**src/rtl/tt_sweep_pkg.sv**
```systemverilog
// tt_sweep_pkg: shared state encoding and truth-table index helpers for tt_sweep_capture.
package tt_sweep_pkg;
  typedef enum logic [2:0] {
    ST_IDLE,
    ST_DRIVE,
    ST_SETTLE,
    ST_SAMPLE,
    ST_RESAMPLE,
    ST_DONE
  } state_e;
  function automatic int tt_width(input int n_in);
    return 1 << n_in;
  endfunction
  // Vector 0 (all inputs low) lands in the MSB, matching the hex gate names.
  function automatic int tt_bit_index(input int i, input int tt_w);
    return tt_w - 1 - i;
  endfunction
endpackage

```
**src/rtl/tt_sweep_capture_timer.sv**
```systemverilog
// tt_settle_timer: loadable down-counter; done_o pulses on the last enabled count.
module tt_settle_timer #(
  parameter int W = 3
) (
  input  logic         clk,
  input  logic         rst_n,
  input  logic         load_i,
  input  logic         en_i,
  input  logic [W-1:0] load_val_i,
  output logic         done_o
);
  logic [W-1:0] cnt_q;
  always_ff @(posedge clk or negedge rst_n) begin
    if (!rst_n) cnt_q <= '0;
    else if (load_i) cnt_q <= load_val_i;
    else if (en_i && cnt_q != '0) cnt_q <= cnt_q - 1'b1;
  end
  assign done_o = en_i && cnt_q == W'(1);
endmodule

```
**src/rtl/tt_sweep_capture.sv**
```systemverilog
// tt_sweep_capture: sweeps every input vector of a gate netlist and recovers its hex truth table.
// Define TT_SWEEP_STABILITY_CHECK_EN to double-sample each vector and expose a sticky unstable flag.
module tt_sweep_capture
  import tt_sweep_pkg::*;
#(
  parameter int N_IN = 4,
  parameter int SETTLE_CYCLES = 4,
  localparam int TT_W = tt_width(N_IN)
) (
  input  logic            clk,
  input  logic            rst_n,
  input  logic            start,
  input  logic            abort,
  output logic [N_IN-1:0] dut_in,
  input  logic            dut_out,
  output logic            busy,
  output logic            result_valid,
  input  logic            result_ready,
  output logic [TT_W-1:0] result_tt
`ifdef TT_SWEEP_STABILITY_CHECK_EN
  ,
  output logic            unstable
`endif
);
  localparam int CW = $clog2(SETTLE_CYCLES + 1);
`ifdef TT_SWEEP_STABILITY_CHECK_EN
  localparam state_e LAST_ST = ST_RESAMPLE;
  logic s1_q, s1_d, unst_q, unst_d;
`else
  localparam state_e LAST_ST = ST_SAMPLE;
`endif
  state_e state_q, state_d;
  logic [N_IN:0] vec_q, vec_d;
  logic [TT_W-1:0] asm_q, asm_d, tt_q, tt_d;
  logic tmr_done, last, running, advance;
  assign last = vec_q == (N_IN + 1)'(TT_W - 1);
  assign running = state_q inside {ST_DRIVE, ST_SETTLE, ST_SAMPLE, ST_RESAMPLE};
  assign advance = state_q == LAST_ST && !abort;
  tt_settle_timer #(.W(CW)) u_timer (
    .clk       (clk),
    .rst_n     (rst_n),
    .load_i    (state_q == ST_DRIVE),
    .en_i      (state_q == ST_SETTLE),
    .load_val_i(CW'(SETTLE_CYCLES - 1)),
    .done_o    (tmr_done)
  );
  always_comb begin
    state_d = state_q;
    vec_d = vec_q;
    asm_d = asm_q;
    tt_d = tt_q;
    unique case (state_q)
      ST_IDLE:     state_d = start ? ST_DRIVE : ST_IDLE;
      ST_DRIVE:    state_d = SETTLE_CYCLES == 1 ? ST_SAMPLE : ST_SETTLE;
      ST_SETTLE:   state_d = tmr_done ? ST_SAMPLE : ST_SETTLE;
`ifdef TT_SWEEP_STABILITY_CHECK_EN
      ST_SAMPLE:   state_d = ST_RESAMPLE;
      ST_RESAMPLE: state_d = last ? ST_DONE : ST_DRIVE;
`else
      ST_SAMPLE:   state_d = last ? ST_DONE : ST_DRIVE;
`endif
      ST_DONE:     state_d = result_ready ? ST_IDLE : ST_DONE;
      default:     state_d = ST_IDLE;
    endcase
    if (running && abort) state_d = ST_IDLE;
    if (state_q == LAST_ST) asm_d[N_IN'(tt_bit_index(int'(vec_q), TT_W))] = dut_out;
    if (advance && !last) vec_d = vec_q + 1'b1;
    // The visible result only moves on a completed sweep, so aborts leave it intact.
    if (advance && last) tt_d = asm_d;
    if (state_d == ST_IDLE) vec_d = '0;
  end
`ifdef TT_SWEEP_STABILITY_CHECK_EN
  always_comb begin
    s1_d = state_q == ST_SAMPLE ? dut_out : s1_q;
    unst_d = unst_q;
    if (state_q == ST_IDLE && start) unst_d = 1'b0;
    if (state_q == ST_RESAMPLE && dut_out != s1_q) unst_d = 1'b1;
  end
  always_ff @(posedge clk or negedge rst_n) begin
    if (!rst_n) begin
      s1_q <= 1'b0;
      unst_q <= 1'b0;
    end else begin
      s1_q <= s1_d;
      unst_q <= unst_d;
    end
  end
  assign unstable = unst_q;
`endif
  always_ff @(posedge clk or negedge rst_n) begin
    if (!rst_n) begin
      state_q <= ST_IDLE;
      vec_q <= '0;
      asm_q <= '0;
      tt_q <= '0;
    end else begin
      state_q <= state_d;
      vec_q <= vec_d;
      asm_q <= asm_d;
      tt_q <= tt_d;
    end
  end
  assign dut_in = vec_q[N_IN-1:0];
  assign busy = running;
  assign result_valid = state_q == ST_DONE;
  assign result_tt = tt_q;
endmodule

```
**config.mk**
```make
export PLATFORM = sky130hd
export DESIGN_NAME = tt_sweep_capture
export DESIGN_NICKNAME = d
export VERILOG_FILES = /design/src/rtl/tt_sweep_pkg.sv /design/src/rtl/tt_sweep_capture_timer.sv /design/src/rtl/tt_sweep_capture.sv
export SDC_FILE = /design/constraint.sdc
export NUM_CORES = 1
export LEC_CHECK = 0
export ABC_CLOCK_PERIOD_IN_PS = 2000
export CAP_MARGIN = 20
export CELL_PAD_IN_SITES_DETAIL_PLACEMENT = 1
export CELL_PAD_IN_SITES_GLOBAL_PLACEMENT = 1
export CORE_ASPECT_RATIO = 0.75
export CORE_MARGIN = 3
export CORE_UTILIZATION = 35
export CTS_BUF_LIST = sky130_fd_sc_hd__clkbuf_8
export DETAILED_ROUTE_END_ITERATION = 8
export PLACE_DENSITY_LB_ADDON = 0.1
export SYNTH_ARGS = -nofsm -noshare
export SYNTH_HDL_FRONTEND = slang
export SYNTH_SLANG_ARGS = --single-unit
```
**constraint.sdc**
```tcl
create_clock -name clk -period 2 [get_ports clk]
set_clock_uncertainty 0.05 [all_clocks]
set_input_delay 0.4 -clock clk [delete_from_list [all_inputs] [get_ports clk]]
set_output_delay 0.4 -clock clk [all_outputs]
set_load 0.02 [all_outputs]
```
==> impl_metrics.ini, run 1 <==
[outcome]
status = finished clean

[clocking]
clock-sinks = 43
cts_tree = built
clockBufferDepth = 2
root_buffer = clkbuf_8
cts_hold_buf = 0
cts_setup_buffers = 0
htree_levels = 2
clkLatencyLatePin_ns = 0.29
cts_made_buffers = 5
clk_pin_slew_worst_paths_ns = 0.09
post_cts_resize_count = 3

[power]
power.leakage_nw = 1.099
internal_power_w = 0.001478
design_power_total_w = 0.002082
clockPowerShare = 0.341
p_comb_frac = 0.209
max-vdd-ir-drop_v = 0.0005457
swShare = 0.2902
p_per_area_mw_per_mm2 = 826.5
power_frac_seq = 0.450
switchingPower_w = 0.0006042

[setup_path]
worstPathRequired_ns = 1.55
path_max_fanout = 11
r2r_end = vec_q[0]
cp_top_family = buffers and inverters
r2r_start = vec_q[0]
crit_chain = buf_4 > clkdlybuf4s50_1
r2r_slack_ns = 0.15
setup.worst_path.class = flop to output port
slowest_stage = clkdlybuf4s50_1
arrival_ns = 1.48
r2r_cells = 7
end_kind = output port
crit_path_start_kind = flop
critPathMaxStageDelay_ns = 0.63
crit_buf_inv = 2

[synthesis]
netlist-cell-type-count = 34
syn_inst = 189
synth-xor-area-share = 0.008750
synth-seq-cells = 43
yosys_warnings = 0
yosys.area_share.simple = 0.1513
synth-compound-area-share = 0.1363
synth.area.mux_share = 0.04500
synth_fa_ha_area_frac = 0.05000
netlist_area_sq_mm = 0.002002
synth_top_family_by_area = simple AND/OR/NAND/NOR gates
ys_seq_area_frac = 0.5375
syn_area_per_cell_sq_um = 10.59
syn-num-nets = 203

[cells_and_area]
area_growth_pct = 25.81
layout.cells.non_filler = 295
mostFrequentLayoutCell = dfrtp_1
post-route-util = 0.4631
n_antenna_cell = 0
postLayoutCellArea_sq_mm = 0.002519
nFillCells = 605
nets = 233
drive_gt1_frac = 0.1455
most-common-layout-cells = dfrtp_1, clkdlybuf4s50_1, buf_4

[grt]
overflow = 0
antenna_found_initial = 0
track_usage = 0.1573
grt_max_degree = 44
grt_pass1_wl_microns = 8204
grt_pass1_vias = 1651

[timing]
finalCritPeriodShare = 0.9660
final_hold_viol_count = 0
setup_tns_ns = 0
slew_viol_final = 0
tightest_slew_ns = 0.5369
slew_headroom = 0.6421
grt_setup_unrepaired = false
clock.fmax_ghz = 0.5176
finalSetupViolCount = 0
layout_min_cycle_time_ns = 1.932

[routing]
wirelength_microns = 4711
avgRoutedWirePerCell_microns = 15.97
via_count = 1496
drc = 0
dr.pass1.iters = 4
ant_nets = 0
vias_per_cell = 5.071
drtIter0Drc = 38

[placement]
gp_congestion = 0.8109
port_buffers = 27
dpl.hpwl_microns = 3504
placed_cells_incl_taps = 287
placed_area_sq_mm = 0.002391

[floorplanning]
row_count = 23
die_area_sq_mm = 0.006673
core_area_sq_mm = 0.005439
die_h_microns = 71.50
start_util = 0.3681
io_pins = 28
dieWidth_microns = 93.33

[flow_run]
drv_cap = 0

[hold_path]
hold_path.class = input port to async pin
power groups by stage:
stage	combinational [W]	clock, W	sequential [W]
2_1_floorplan	0.000268	0	0.000960
6_report	0.000436	0.000709	0.000937
4_1_cts	0.000438	0.000719	0.000936
3_3_place_gp	0.000418	0	0.000950
5_1_grt	0.000498	0.000771	0.000942
3_5_place_dp	0.000443	0	0.000955
metrics by stage:
step | hold WS (ns) | setup slack, ns
finish | 0.1198 | 0.06798
global route | 0.1531 | 0.01597
CTS | 0.1398 | 0.04450
detailed placement | 0.3110 | -0.01353
global placement | 0.3080 | 0.02274
floorplan | 0.05441 | 0.07205
worst max path at each step:
stage / start / to / depth (start not counted)
after floorplan: vec_q[0] / vec_q[3] / 7
after global placement: abort / vec_q[3] / 4
after detailed placement: vec_q[0] / vec_q[0] / 7
after CTS: vec_q[0] / vec_q[0] / 7
after global routing: vec_q[3] / dut_in[3] / 2
final: vec_q[3] / dut_in[3] / 2
sequential cells by signal (all words and copies together) (netlist names):
| name | flops |
|---|---|
| vec_q | 5 |
| u_timer.cnt_q | 3 |
| asm_q | 16 |
| state_q | 3 |
| result_tt | 16 |
Yosys cell counts:
cell / count / area, sq um
or3_1: 7 / 43.79
or4_1: 1 / 7.510
mux2_1: 8 / 90.09
buf_2: 3 / 15.01
buf_4: 5 / 37.54
clkbuf_1: 14 / 52.55
and3b_1: 1 / 8.760
nand4bb_2: 1 / 16.27
o31ai_1: 1 / 7.510
nand2b_1: 1 / 6.260
a31oi_1: 9 / 56.30
and2_1: 1 / 6.260
o21ai_0: 8 / 40.04
and4bb_1: 1 / 12.51
nor2b_1: 2 / 12.51
nand2_2: 1 / 6.260
nand2_1: 9 / 33.78
o21ai_1: 7 / 35.03
xnor2_1: 2 / 17.52
dfrtp_1: 43 / 1076
inv_1: 10 / 37.54
nand3_1: 9 / 45.04
and4b_1: 1 / 10.01
ha_1: 8 / 100.1
and3_1: 1 / 6.260
a21oi_1: 10 / 50.05
nor2_1: 4 / 15.01
o22ai_1: 1 / 6.260
o21a_1: 1 / 7.510
a22oi_1: 7 / 52.55
o22a_1: 2 / 17.52
nor3b_1: 3 / 22.52
nor3_1: 1 / 5.000
nand3b_1: 6 / 45.04
kinds of logic (layout without fill, tap and decap cells):
group,count (synthesis),in the layout
buffers and inverters,32,63
flip-flops,43,43
adder cells (fa/ha/maj),8,8
AND/OR/NAND/NOR,50,50
XOR/XNOR,2,2
multiplexers,8,8
AO/OA/AOI/OAI,46,46
per-layer routing:
layer,share of wire,vias to the layer above,GRT usage
li1,-,713,-
met5,0,-,0
met3,0.026,7,0.03463
met1,0.48,752,0.2092
met2,0.48,24,0.2599
met4,0.012,0,0.04553
layout make-up:
| type | instances | area [sq um] | area share |
|---|---|---|---|
| Clock inverter | 2 | 35.03 | 0.01391 |
| Timing Repair Buffer | 45 | 397.9 | 0.1580 |
| Inverter | 10 | 37.54 | 0.01490 |
| Clock buffer | 6 | 82.58 | 0.03279 |
| Tap cell | 75 | 93.84 | 0.03726 |
| Multi-Input combinational cell | 114 | 795.8 | 0.3159 |
| Sequential cell | 43 | 1076 | 0.4272 |
Note: power is estimated with default switching activity, not from simulation.
==> run 2, diff against run 1 <==
--- a/config.mk
+++ b/config.mk
@@ -11,10 +11,11 @@
 export CELL_PAD_IN_SITES_GLOBAL_PLACEMENT = 1
 export CORE_ASPECT_RATIO = 0.75
 export CORE_MARGIN = 3
-export CORE_UTILIZATION = 35
+export CORE_UTILIZATION = 40
 export CTS_BUF_LIST = sky130_fd_sc_hd__clkbuf_8
 export DETAILED_ROUTE_END_ITERATION = 8
 export PLACE_DENSITY_LB_ADDON = 0.1
+export SETUP_SLACK_MARGIN = 0.5
 export SYNTH_ARGS = -nofsm -noshare
 export SYNTH_HDL_FRONTEND = slang
 export SYNTH_SLANG_ARGS = --single-unit
==> run 2 against run 1 <==
Net effect: count of clock-buffer cells in the layout unchanged; global-route usage grew 4.7 points; non-clock buffer count is 17 higher; sequential cell count is the same; final area is 20% higher; critical path type is now flop to flop; largest cell class is now multi-input gates; highest routed layer unchanged.
==> impl_metrics.ini, run 2 (synthesis gave the netlist of run 1 again) <==
[outcome]
status = finished clean

[timing]
finalCritPeriodShare = 0.8415
slew_viol_final = 0
hold_ws_ns = 0.01175
finalSetupViolCount = 0
slew_headroom = 0.6470
final_hold_viol_count = 0
setup_tns_ns = 0
layout_min_cycle_time_ns = 1.683
grt_setup_unrepaired = true
clock.fmax_ghz = 0.5942
tightest_slew_ns = 0.5295

[cells_and_area]
n_antenna_cell = 0
nets = 250
mostFrequentLayoutCell = dfrtp_1
most-common-layout-cells = dfrtp_1, buf_4, buf_6
layout.cells.non_filler = 294
drive_gt1_frac = 0.4768
area_growth_pct = 50.88

[setup_path]
setup.worst_path.class = flop to flop
end_kind = flop
crit_buf_inv = 1
crit_chain = ha_4 > nand3_4 > inv_2 > ha_4 > or4_4 > a22oi_2
slowest_stage = or4_4
critPathMaxStageDelay_ns = 0.48
cpMostUsedCell = ha_4
path_max_fanout = 5
crit_path_start_kind = flop
worstPathRequired_ns = 2.18
cp_top_family = simple AND/OR/NAND/NOR gates
arrival_ns = 1.86

[hold_path]
hold_path.class = input port to async pin

[power]
clockPowerShare = 0.303
design_power_total_w = 0.002462
power_frac_seq = 0.388
power.leakage_nw = 1.295
p_per_area_mw_per_mm2 = 815.0
internal_power_w = 0.001688
max-vdd-ir-drop_v = 0.0005433
swShare = 0.3143
p_comb_frac = 0.309
switchingPower_w = 0.0007738

[routing]
dr.pass1.iters = 4
vias_per_cell = 5.609
wirelength_microns = 5992
via_count = 1649
ant_nets = 0
drtIter0Drc = 87
avgRoutedWirePerCell_microns = 20.38
drc = 0

[clocking]
root_buffer = clkbuf_8
clockBufferDepth = 2
clock-sinks = 43
clk_pin_slew_worst_paths_ns = 0.09
cts_tree = built
clkLatencyLatePin_ns = 0.31
htree_levels = 2
cts_made_buffers = 5

[grt]
use_met3 = 0.04756
top_usage_layer = met2
grt_pass1_vias = 1760
grt_pass1_wl_microns = 9059
grt_max_degree = 24
antenna_found_initial = 0
track_usage = 0.2047
grtUsageMet1 = 0.2592
overflow = 0
grtUsageMet2 = 0.3412

[floorplanning]
row_count = 21
start_util = 0.4305
dieWidth_microns = 87.69
die_area_sq_mm = 0.005898
die_h_microns = 67.27
core_area_sq_mm = 0.004651
io_pins = 28

[placement]
dpl.hpwl_microns = 3413
gp_congestion = 0.8076
placed_cells_incl_taps = 267
port_buffers = 27

[flow_run]
drv_cap = 0
[run 2: cell count changes in the layout (fill, tap and decap cells not counted), sizes merged]
cell,before,now
buf,19,40
clkdlybuf4s50,24,3
clkdlybuf4s15,0,7
clkbuf,6,11
dlygate4sd2,2,7
clkinv,1,0
inv,10,11
[run 2: stage by stage]
stage	setup slack (ns)	util	instance area [sq um]
global route	0.2462	0.6494	3020
finish	0.3170	0.6494	3020
detailed placement	0.04059	0.5130	2386
floorplan	0.3210	-	2059
global placement	0.07832	0.5130	2386
CTS	0.3369	0.5948	2766
[run 2: path summary, 6_finish.rpt]
path / startpoint / end / slack, ns / cells past startpoint
max: vec_q[0] / vec_q[3] / 0.32 / 6
min: rst_n / result_tt[2] / 0.01 / 1
max reg2reg: vec_q[0] / vec_q[3] / 0.32 / 6
min reg2reg: asm_q[9] / asm_q[9] / 0.33 / 0
max in group asynchronous: rst_n / state_q[2] / 1.31 / 2
min in group clk: asm_q[9] / asm_q[9] / 0.33 / 0
[run 2: final cells by class]
cell class,count,area (sq um)
fill,455,1630
clock buffer,6,82.58
inverter,10,47.55
tap,57,71.32
sequential,43,1079
clock inverter,2,38.79
multi-input combinational,114,1155
timing repair buffer,62,546.8
[run 2: power groups by stage]
stage          clock network, W  registers [W]  logic, W
6_report               0.000746       0.000956  0.000760
4_1_cts                0.000743       0.000942  0.000603
3_3_place_gp                  0       0.000955  0.000458
2_1_floorplan                 0       0.000960  0.000285
3_5_place_dp                  0       0.000960  0.000477
5_1_grt                0.000791       0.000960  0.000821
[run 2: repair_timing]
action                     4_1_cts  5_1_grt
hold endpoints to repair         0        0
hold buffers                     0        0
setup endpoints to repair       50       46
gates resized for setup         85       69
pin swaps                       11       18
setup buffers                   13        6
cloned                           0        0
[run 2: layer usage]
layer  vias to the layer above  wire length [microns]
li1                        755                      -
met5                         -                      0
met2                        42                   3039
met3                        15                    199
met1                       837                   2607
met4                         0                    146
==> run 3, diff against run 2 <==
--- a/config.mk
+++ b/config.mk
@@ -5,13 +5,13 @@
 export SDC_FILE = /design/constraint.sdc
 export NUM_CORES = 1
 export LEC_CHECK = 0
-export ABC_CLOCK_PERIOD_IN_PS = 2000
+export ABC_CLOCK_PERIOD_IN_PS = 1740
 export CAP_MARGIN = 20
 export CELL_PAD_IN_SITES_DETAIL_PLACEMENT = 1
 export CELL_PAD_IN_SITES_GLOBAL_PLACEMENT = 1
 export CORE_ASPECT_RATIO = 0.75
 export CORE_MARGIN = 3
-export CORE_UTILIZATION = 40
+export CORE_UTILIZATION = 44
 export CTS_BUF_LIST = sky130_fd_sc_hd__clkbuf_8
 export DETAILED_ROUTE_END_ITERATION = 8
 export PLACE_DENSITY_LB_ADDON = 0.1
==> constraint.sdc (replaced) <==
create_clock -name clk -period 1.74 [get_ports clk]
set_clock_uncertainty 0.05 [all_clocks]
set_input_delay 0.348 -clock clk [delete_from_list [all_inputs] [get_ports clk]]
set_output_delay 0.348 -clock clk [all_outputs]
set_load 0.02 [all_outputs]
==> run 3 against run 2 <==
Net effect: the flow now finishes with violations (setup timing); critical path depth is the same; maximum frequency fell by 5.8%; cell count increased by 7.8%; global-route usage up 8.3 points; power grew 16%; non-clock buffer count rose by 24; critical endpoint is now result_tt[2].
==> impl_metrics.ini, run 3 (synthesis gave the netlist of run 1 again) <==
[outcome]
status = complete, but fails checks
violations = setup timing

[setup_path]
r2r_cells = 6
r2r_end = result_tt[2]
setup.worst_path.class = flop to flop
path_max_fanout = 5
arrival_ns = 1.97
worstPathRequired_ns = 1.92
crit_path_start_kind = flop
crit_start = vec_q[1]
end_kind = flop
r2r_slack_ns = -0.05
setup.worst_path.end = result_tt[2]
r2r_start = vec_q[1]

[flow_run]
drv_cap = 0

[clocking]
root_buffer = clkbuf_8
cts_tree = built
clockBufferDepth = 2
clock-sinks = 43
clkLatencyLatePin_ns = 0.32
clk_pin_slew_worst_paths_ns = 0.09
cts_made_buffers = 5
htree_levels = 2

[cells_and_area]
n_antenna_cell = 0
drive_gt1_frac = 0.5725
area_growth_pct = 60.69
seqCellArea_sq_mm = 0.001081
mostFrequentLayoutCell = buf_4
most-common-layout-cells = buf_4, dfrtp_1, buf_6
multi_input_area_sq_mm = 0.001147
nFillCells = 385
nets = 275

[timing]
clock.fmax_ghz = 0.5597
slew_viol_final = 0
layout_min_cycle_time_ns = 1.787
finalSetupViolCount = 4
tightest_slew_ns = 0.5051
hold_ws_ns = 0.3324
timing.final.ws_setup_ns = -0.04673
setup_tns_ns = -0.08123
final_hold_viol_count = 0
slew_headroom = 0.6633
grt_setup_unrepaired = true
finalCritPeriodShare = 1.027

[grt]
overflow = 0
grt_pass1_wl_microns = 11680
antenna_found_initial = 0
grt_pass1_vias = 2044
track_usage = 0.2878
grt_max_degree = 28

[hold_path]
hp-start = asm_q[8]
hold_path.class = flop to flop

[routing]
vias_per_cell = 6.069
drtIter0Drc = 157
via_count = 1924
dr.pass1.iters = 4
wirelength_microns = 8838
ant_nets = 0
drc = 0
avgRoutedWirePerCell_microns = 27.88

[floorplanning]
row_count = 20
start_util = 0.4762
io_pins = 28
die_area_sq_mm = 0.005403
die_h_microns = 64.42
core_area_sq_mm = 0.004204
dieWidth_microns = 83.89

[placement]
gp_congestion = 0.8020
port_buffers = 27
dpl.hpwl_microns = 3592

[power]
p_per_area_mw_per_mm2 = 888.4
max-vdd-ir-drop_v = 0.0007555
power.leakage_nw = 1.411
design_power_total_w = 0.002858
==> run 3: worst min path at each step <==
stage | endpoint | slack (ns) | cells after the start
detailed placement | result_tt[1] | 0.27 | 1
global placement | result_tt[1] | 0.26 | 1
floorplan | asm_q[0] | 0.002 | 0
finish | asm_q[8] | 0.33 | 0
CTS | asm_q[9] | 0.33 | 0
global route | asm_q[8] | 0.34 | 0
==> run 3: per-stage QoR <==
step,utilization,worst slack (ns),instance area (sq um),std cells
detailed placement,0.5798,-0.2591,2437,266
finish,0.7652,-0.04673,3217,317
CTS,0.6914,0.07002,2907,304
global placement,0.5798,-0.1801,2437,266
global route,0.7652,-0.05638,3217,317
floorplan,-,0.06140,2110,189
==> run 3: cell type report <==
cell class | instances | share of cell area
clock buffers | 7 | 0.02995
well taps | 55 | 0.02139
clock inverters | 1 | 0.002334
inverters | 10 | 0.01167
multi-input cells | 115 | 0.3567
flip-flops and latches | 43 | 0.3361
repair buffers | 86 | 0.2419
==> run 3: routing by layer <==
metal | global-route usage | routed length (microns)
met1 | 0.3587 | 3368
met3 | 0.05083 | 542
met4 | 0.1165 | 373
met5 | 0 | 0
met2 | 0.5000 | 4553
==> run 3: power by group <==
group	total, W	switching (W)	internal, W
Clock	0.000764	0.000402	0.000362
Combinational	0.000979	0.000537	0.000442
Sequential	0.00112	0.0000683	0.00105
==> run 3: critical path, cell delays in order (launching register included) <==
cell     delay, ns
dfrtp_1       0.43
buf_4         0.19
inv_2         0.09
ha_2          0.22
nand3_1       0.16
or3_4         0.37
a31oi_1       0.20
==> run 3: what timing repair did <==
action | in CTS | in global routing
buffers inserted | 28 | 13
hold buffers | 1 | 0
cloned | 1 | 0
endpoints found under the hold margin | 16 | 0
gates resized for setup | 158 | 42
pin swaps | 13 | 13
endpoints found under the setup margin | 56 | 56
